===== src/rtl/cache_mem_responder.sv =====
// Backing-store RAM responder for the cache miss/write-back path.
// Optional CACHE_MEM_RESPONDER_POSTED_WRITE_EN adds a one-entry posted-write buffer.
module cache_mem_responder #(
  parameter int ADDR_W  = 5,
  parameter int DATA_W  = 8,
  parameter int LATENCY = 3
) (
  input  logic              clock,
  input  logic              reset_n,
  input  logic              req_valid,
  input  logic              req_rw,
  input  logic [ADDR_W-1:0] req_addr,
  input  logic [DATA_W-1:0] req_wdata,
  output logic              req_ready,
  output logic              resp_valid,
  output logic [DATA_W-1:0] resp_rdata,
  output logic              busy
);

  localparam int         DEPTH   = 1 << ADDR_W;
  localparam logic [3:0] WAIT_LD = 4'(LATENCY - 1);

  typedef enum logic [1:0] {
    IDLE = 2'd0,
    WAIT = 2'd1,
    RESP = 2'd2
  } state_t;

  state_t            state;
  state_t            state_nxt;
  logic [3:0]        cnt;
  logic [3:0]        cnt_nxt;
  logic              accept;
  logic              enter_resp;
  logic              stall;
  logic              post_wr;
  logic              lat_rw;
  logic [ADDR_W-1:0] lat_addr;
  logic [DATA_W-1:0] lat_wdata;
  logic              op_rw;
  logic [ADDR_W-1:0] op_addr;
  logic [DATA_W-1:0] op_wdata;
  logic [DATA_W-1:0] rd_data;
  logic [DATA_W-1:0] resp_nxt;
  logic              fwd_hit;
  logic [DATA_W-1:0] fwd_data;
  logic              mem_we;
  logic [ADDR_W-1:0] mem_waddr;
  logic [DATA_W-1:0] mem_wdata;
  logic [DATA_W-1:0] mem [DEPTH];

  // Words are stored XORed with their address, so a
  // zero-initialised array reads back as mem[a] = a.
  function automatic logic [DATA_W-1:0] addr_key(
    input logic [ADDR_W-1:0] a
  );
    return DATA_W'(a);
  endfunction

  always_comb begin
    state_nxt  = state;
    cnt_nxt    = cnt;
    req_ready  = 1'b0;
    resp_valid = 1'b0;
    accept     = 1'b0;
    enter_resp = 1'b0;
    unique case (state)
      IDLE: begin
        req_ready = ~stall;
        accept    = req_valid & ~stall;
        if (accept) begin
          cnt_nxt = WAIT_LD;
          if (LATENCY == 1 || post_wr) begin
            state_nxt  = RESP;
            enter_resp = 1'b1;
          end else begin
            state_nxt = WAIT;
          end
        end
      end
      WAIT: begin
        cnt_nxt = cnt - 4'd1;
        if (cnt == 4'd1) begin
          state_nxt  = RESP;
          enter_resp = 1'b1;
        end
      end
      RESP: begin
        resp_valid = 1'b1;
        state_nxt  = IDLE;
      end
      default: state_nxt = IDLE;
    endcase
  end

  // A single-cycle request enters RESP on its accept edge.
  assign op_rw    = (state == IDLE) ? req_rw    : lat_rw;
  assign op_addr  = (state == IDLE) ? req_addr  : lat_addr;
  assign op_wdata = (state == IDLE) ? req_wdata : lat_wdata;

  assign rd_data  = fwd_hit ? fwd_data
                            : (mem[op_addr] ^ addr_key(op_addr));
  assign resp_nxt = op_rw ? op_wdata : rd_data;

  always_ff @(posedge clock or negedge reset_n) begin
    if (!reset_n) begin
      state      <= IDLE;
      cnt        <= '0;
      lat_rw     <= 1'b0;
      lat_addr   <= '0;
      lat_wdata  <= '0;
      resp_rdata <= '0;
    end else begin
      state <= state_nxt;
      cnt   <= cnt_nxt;
      if (accept) begin
        lat_rw    <= req_rw;
        lat_addr  <= req_addr;
        lat_wdata <= req_wdata;
      end
      if (enter_resp) begin
        resp_rdata <= resp_nxt;
      end
    end
  end

  always_ff @(posedge clock) begin
    if (mem_we) begin
      mem[mem_waddr] <= mem_wdata ^ addr_key(mem_waddr);
    end
  end

`ifdef CACHE_MEM_RESPONDER_POSTED_WRITE_EN
  logic              pw_valid;
  logic [ADDR_W-1:0] pw_addr;
  logic [DATA_W-1:0] pw_data;
  logic [3:0]        pw_cnt;
  logic              pw_commit;

  assign stall     = pw_valid & req_rw;
  assign post_wr   = req_rw;
  assign pw_commit = pw_valid & (pw_cnt == 4'd1);
  assign fwd_hit   = pw_valid & (pw_addr == op_addr);
  assign fwd_data  = pw_data;
  assign mem_we    = pw_commit;
  assign mem_waddr = pw_addr;
  assign mem_wdata = pw_data;
  assign busy      = (state != IDLE) | pw_valid;

  always_ff @(posedge clock or negedge reset_n) begin
    if (!reset_n) begin
      pw_valid <= 1'b0;
      pw_addr  <= '0;
      pw_data  <= '0;
      pw_cnt   <= '0;
    end else if (accept & req_rw) begin
      pw_valid <= 1'b1;
      pw_addr  <= req_addr;
      pw_data  <= req_wdata;
      pw_cnt   <= 4'(LATENCY);
    end else if (pw_valid) begin
      pw_cnt <= pw_cnt - 4'd1;
      if (pw_commit) begin
        pw_valid <= 1'b0;
      end
    end
  end
`else
  assign stall     = 1'b0;
  assign post_wr   = 1'b0;
  assign fwd_hit   = 1'b0;
  assign fwd_data  = '0;
  assign mem_we    = enter_resp & op_rw;
  assign mem_waddr = op_addr;
  assign mem_wdata = op_wdata;
  assign busy      = (state != IDLE);
`endif

endmodule


===== config.mk =====
export PLATFORM = sky130hd
export DESIGN_NAME = cache_mem_responder
export DESIGN_NICKNAME = d
export VERILOG_FILES = /design/src/rtl/cache_mem_responder.sv
export SDC_FILE = /design/constraint.sdc
export NUM_CORES = 1
export LEC_CHECK = 0
export CAP_MARGIN = 0
export CORE_ASPECT_RATIO = 0.7
export CORE_MARGIN = 2
export CORE_UTILIZATION = 50
export CTS_CLUSTER_DIAMETER = 40
export DETAILED_ROUTE_END_ITERATION = 12
export PLACE_DENSITY = 0.76
export RECOVER_POWER = 50
export SETUP_SLACK_MARGIN = 0.15
export SYNTH_ARGS = -nofsm -noshare
export SYNTH_HDL_FRONTEND = slang
export SYNTH_SLANG_ARGS = --single-unit

===== constraint.sdc =====
create_clock -name clock -period 8.05 [get_ports clock]
set_input_delay 0.805 -clock clock [delete_from_list [all_inputs] [get_ports clock]]
set_output_delay 0.805 -clock clock [all_outputs]
set_load 0.02 [all_outputs]

==> key figures <==
Detailed routing
  • DRC violation total after the first TritonRoute iteration: 1327
  • Vias per cell: 6.50
  • Number of antenna-violating nets in the routed design: 0
  • Wire length per cell: 27.1 um
  • DR vias: 7516
  • Number of detailed-route iterations in the first pass: 6
  • Detailed-route wire length: 31400 um
  • Drc violations: 0

STA
  • Final cycle utilization of the critical path: 70.5%
  • Final Max Tran Viols: 197
  • Setup repair after global routing missed its margin: no
  • Setup Skew: 0.0123 ns
  • Total Neg Setup Slack: 0 ns
  • Max Clk Rate: 0.176 GHz
  • Final min period: 5.68 ns
  • Rel. slew slack: -24.0%
  • # setup viols final: 0
  • Transition time at the pin with the least slew margin: 1.86 ns
  • Hold Fails Final Rpt: 0

Layout
  • Post-layout nets: 836
  • Antenna diode count: 0
  • Design area: 13400 um2
  • Synthesis-to-layout area growth: 12.9%
  • Fraction of layout instances using a drive strength above 1: 12.8%
  • Total of fill cells in the finished design: 1784

Die
  • Die boundary width: 188 um
  • Effective utilization at floorplan: 50.6%
  • Die outline height: 133 um
  • Rows: 47
  • I/O pin total: 28
  • Die Footprint: 25100 um2
  • Placeable Area: 23500 um2

Power
  • Pwr dens: 439 nW/um2
  • Worst supply voltage drop on vdd: 0.292 mV
  • Standby leakage power: 0.00443 uW
  • Power after layout: 5900 uW

Synthesis
  • Mean Syn Cell Area: 15.1 um2
  • Most frequent cell after synthesis: sky130_fd_sc_hd__edfxtp_1
  • Register bit total from synthesis: 284
  • Cells after Synth: 789
  • Share of flip-flops with an asynchronous set or reset after synthesis: 9.86%
  • Post-synth top area share: 64.6%
  • Yosys warns: 0
  • Ranking of synthesized cells by area: sky130_fd_sc_hd__edfxtp_1, sky130_fd_sc_hd__dfrtp_1, sky130_fd_sc_hd__mux4_2, sky130_fd_sc_hd__mux2i_1, sky130_fd_sc_hd__nand2_1
  • Commonest register cell after synthesis: sky130_fd_sc_hd__edfxtp_1
  • Synth unique cells: 65
  • Number of synthesized flops with an enable pin: 256
  • Commonest cells post-synth: sky130_fd_sc_hd__edfxtp_1, sky130_fd_sc_hd__nand2_1, sky130_fd_sc_hd__nor2_1, sky130_fd_sc_hd__mux2i_1
  • Post-synthesis net count: 808
  • Sequential element share of the synthesized area: 70.5%
  • Total standard cell area after synthesis: 11900 um2
  • Largest area contributor in the synthesized netlist: sky130_fd_sc_hd__edfxtp_1

Setup path
  • Worst r2r path cells: 6
  • R2R Path End: mem[10][0]$_DFFE_PP_
  • Required time of the critical path: 8.21 ns
  • WS Path Type: flop to flop
  • Endpoint kind of the worst setup timing path: flop
  • Data arrival at the endpoint of the critical path: 5.83 ns
  • Worst r2r src: state[0]$_DFFE_PN0P_
  • Category of the worst setup path launch point: flop
  • Flop2flop setup slack: 2.37 ns
  • Launch point of the critical path: state[0]$_DFFE_PN0P_
  • Destination of the critical timing path: mem[10][0]$_DFFE_PP_
  • Critical-path maximum fanout: 25

Clock network
  • Root buffer cell: sky130_fd_sc_hd__clkbuf_16
  • Clock buffers created by TritonCTS: 28
  • CTS max path bufs: 3
  • Clock latency on the worst-skew pair: 0.55 ns
  • Clock transition at path regs: 0.07 ns
  • CTS Sinks: 284
  • Hold-fix buffers, CTS: 0
  • Clock tree from TritonCTS: built
  • CTS resizes: 0
  • CTS H-tree depth: 1
  • Post-CTS setup buffers: 0

Outcome
  • Status: finished with violations
  • Violated checks: max-capacitance violations, max-slew violations

Global routing
  • Largest net degree at the start of global routing: 83
  • Overall overflow remaining after global route: 0
  • Number of antenna violations at the first check in global routing: 0
  • Total GRT Usage: 25.2%
  • Number of global-route vias before repair: 7023
  • Wire length of the first global-routing pass: 46500 um

Placed design
  • Routability-driven placement congestion ratio: 1.01
  • IO Port Bufs: 27
  • Estimated wirelength of the detail-placed design: 19700 um
  • Post-detailed-placement cell area: 12500 um2

Flow run
  • Count of max-cap constraint violations: 6

Min path
  • Path category of the worst min-delay check: flop to flop
-- metrics by stage --
step | utilization, % | hold WS [ns] | setup WS (ns) | std cells
floorplan | - | 0.480 | 5.02 | 789
global placement | 53.0 | 0.489 | 3.77 | 1105
detailed placement | 53.0 | 0.495 | 3.69 | 1105
CTS | 57.3 | 0.509 | 4.23 | 1156
global route | 57.1 | 0.525 | 2.15 | 1156
finish | 57.1 | 0.509 | 2.37 | 1156
-- cell usage in the layout, fill, tap and decap left out, drive strengths merged, types with 11 or more instances in the layout --
cell	n
dlygate4sd3	11
dfrtp	28
a22oi	11
o21ai	30
nand2	80
clkdlybuf4s50	16
nor2	70
inv	11
clkbuf	42
a31oi	15
mux2	19
mux2i	35
mux4	25
nand3	23
edfxtp	256
a211oi	11
a21oi	23
nor3	20
-- worst min path at each step --
| stage | depth (start not counted) | from | endpoint | slack [ns] |
|---|---|---|---|---|
| 2_1_floorplan | 1 | lat_wdata[2]$_DFFE_PN0P_ | lat_wdata[2]$_DFFE_PN0P_ | 0.48 |
| 3_3_place_gp | 1 | lat_wdata[3]$_DFFE_PN0P_ | lat_wdata[3]$_DFFE_PN0P_ | 0.49 |
| 3_5_place_dp | 1 | lat_wdata[2]$_DFFE_PN0P_ | lat_wdata[2]$_DFFE_PN0P_ | 0.50 |
| 4_1_cts | 1 | lat_wdata[5]$_DFFE_PN0P_ | lat_wdata[5]$_DFFE_PN0P_ | 0.51 |
| 5_1_grt | 1 | lat_wdata[5]$_DFFE_PN0P_ | lat_wdata[5]$_DFFE_PN0P_ | 0.52 |
| 6_report | 1 | lat_wdata[2]$_DFFE_PN0P_ | lat_wdata[2]$_DFFE_PN0P_ | 0.51 |
-- per-layer routing --
layer,up-vias,routed length (um),GRT usage (%)
met5,-,0,0
met4,0,722,4.82
met3,73,4990,8.67
met2,608,12700,34.0
met1,3719,12900,39.7
li1,3116,-,-
-- flip-flops by register name, indices dropped and copies added, names as in the netlist --
name	cells
lat_rw	1
resp_rdata	8
lat_addr	5
mem	256
state	2
cnt	4
lat_wdata	8
-- critical path, stage by stage, from the launching register on --
cell and delay [ns]:
sky130_fd_sc_hd__dfrtp_1 0.79, sky130_fd_sc_hd__or2_0 1.05, sky130_fd_sc_hd__inv_1 0.87, sky130_fd_sc_hd__mux2i_2 0.36, sky130_fd_sc_hd__clkbuf_1 0.96, sky130_fd_sc_hd__nand2b_1 0.28
sky130_fd_sc_hd__nor2_1 0.96
-- power breakdown --
part	internal, uW	total, uW	leakage, uW	switching, uW
registers	2130	2220	0.00264	88.1
logic	644	2260	0.00131	1610
clock network	842	1420	0.000476	578
-- kinds of logic after synthesis --
| kind of cell | after synthesis | share of synthesized area (%) |
|---|---|---|
| flip-flops | 284 | 70.5 |
| AND/OR/NAND/NOR | 232 | 9.07 |
| AO/OA/AOI/OAI | 136 | 7.74 |
| multiplexers | 79 | 9.57 |
| buffers and inverters | 51 | 2.58 |
| XOR/XNOR | 5 | 0.368 |
| adder cells (fa/ha/maj) | 2 | 0.210 |
-- cell type report --
| type | instances | area (um2) | area share (%) |
|---|---|---|---|
| clock buffer | 33 | 719 | 5.35 |
| clock inverter | 18 | 283 | 2.10 |
| timing repair buffer | 40 | 334 | 2.49 |
| multi-input combinational | 454 | 3290 | 24.4 |
| tap | 318 | 398 | 2.96 |
| sequential | 284 | 8390 | 62.4 |
| inverter | 9 | 33.8 | 0.251 |
(Power assumes the default switching activity.)
==> RTL change: new RTL, same settings <==
Build with the macro `CACHE_MEM_RESPONDER_POSTED_WRITE_EN` defined.
--- a/src/rtl/cache_mem_responder.sv
+++ b/src/rtl/cache_mem_responder.sv
@@ -1,4 +1,6 @@
 // Backing-store RAM responder for the cache miss/write-back path.
 // Optional CACHE_MEM_RESPONDER_POSTED_WRITE_EN adds a one-entry posted-write buffer.
+`define CACHE_MEM_RESPONDER_POSTED_WRITE_EN
+
 module cache_mem_responder #(
   parameter int ADDR_W  = 5,
Function: changed (Yosys sat finds a counterexample within 4 cycles, from zero or initial values and one cycle with reset_n low).
==> RTL change against the original RTL <==
Sequential cell count up 18. Wire length up 5.7%. Highest routed layer is now met5. Total power up 2.0%. Clock skew up 0.014 ns. Synthesized area up 11%. Setup slack better by 0.66 ns. Via count up 14%. Final area up 8.6%. The flow still finishes with violations (max-capacitance violations, max-slew violations).
==> RTL change: results (changes against the original RTL) <==
* Synth async-reset ratio at 15.2% (was 9.86%)
* Clock-cell share of area at 6.80% (was 7.46%)
* Number of max-cap violations at 8 (was 6)
* Multi-input combinational area share at 27.0% (was 24.4%)
* VDD IR max at 240 uV (was 292 uV)
* Highest-delay cell along the critical path: clkbuf_1 (was or2_0)
* Adder-cell share of the synthesized area at 0.380% (was 0.210%)
* Post-synth cell types at 74 (was 65)
* Clock buf count at 30 (was 33)
* WS Path Type: reg -> out (was reg -> reg)
* Status: finished with violations (unchanged)
* Drt first pass iters at 7 (was 6)
* Failing checks: max-capacitance violations, max-slew violations (unchanged)
* Sequential fraction of the synthesis area at 67.2% (was 70.5%)
* Count of multi-input gates at 561 (was 454)
* GR Util All Layers at 24.3% (was 25.2%)
* Initial antenna violation count at 1 (was 0)
* Worst flop-to-flop path endpoint: resp_rdata[3] (was mem[10][0])
* First-pass GRT wire length at 50000 um (was 46500 um)
* DR WL/cell at 25.5 um (was 27.1 um)
* Clk Latency, worst-skew pair at 0.57 ns (was 0.55 ns)
* Hold Path Stages at 2 (was 1)
* Top cells by area, synth: edfxtp_1 58%, dfrtp_1 8.7%, mux4_2 3.8% (was edfxtp_1 65%, dfrtp_1 5.9%, mux4_2 4.5%)
* CP top delay family: buffers and inverters (was simple AND/OR/NAND/NOR gates)
* Final max-slew violation count at 277 (was 197)
* DP Cell Count at 1252 (was 1105)
* Vias per inst at 6.55 (was 6.50)
* Hpwl dp at 21100 um (was 19700 um)
RTL change: cell types whose count changed after synthesis, sizes merged, moves of 6 or more:
cell / unedited run / this run
nand3: 23 / 72
o21ai: 30 / 62
nand2: 80 / 111
nor2: 70 / 47
dfrtp: 28 / 46
mux2i: 35 / 19
a21oi: 23 / 37
buf: 27 / 38
clkbuf: 15 / 23
nor3: 20 / 12
a22o: 7 / 0
mux2: 19 / 26
xor2: 2 / 9
a22oi: 11 / 5
RTL change: per-layer routing:
layer  track usage, %  wire length [um]  up-vias
met3             8.12              4350       87
li1                 -                 -     3618
met2             34.4             14200      596
met4             6.09               939        6
met5             1.23                93        -
met1             36.1             13600     4224
RTL change: cell families after synthesis:
kind of cell	Yosys count
AO/OA/AOI/OAI	169
XOR/XNOR	17
adder cells (fa/ha/maj)	4
buffers and inverters	75
flip-flops	302
multiplexers	73
AND/OR/NAND/NOR	298
RTL change: power breakdown:
group	internal [uW]	switching, uW
logic	736	1540
registers	2140	170
clock network	836	590
total	3720	2300
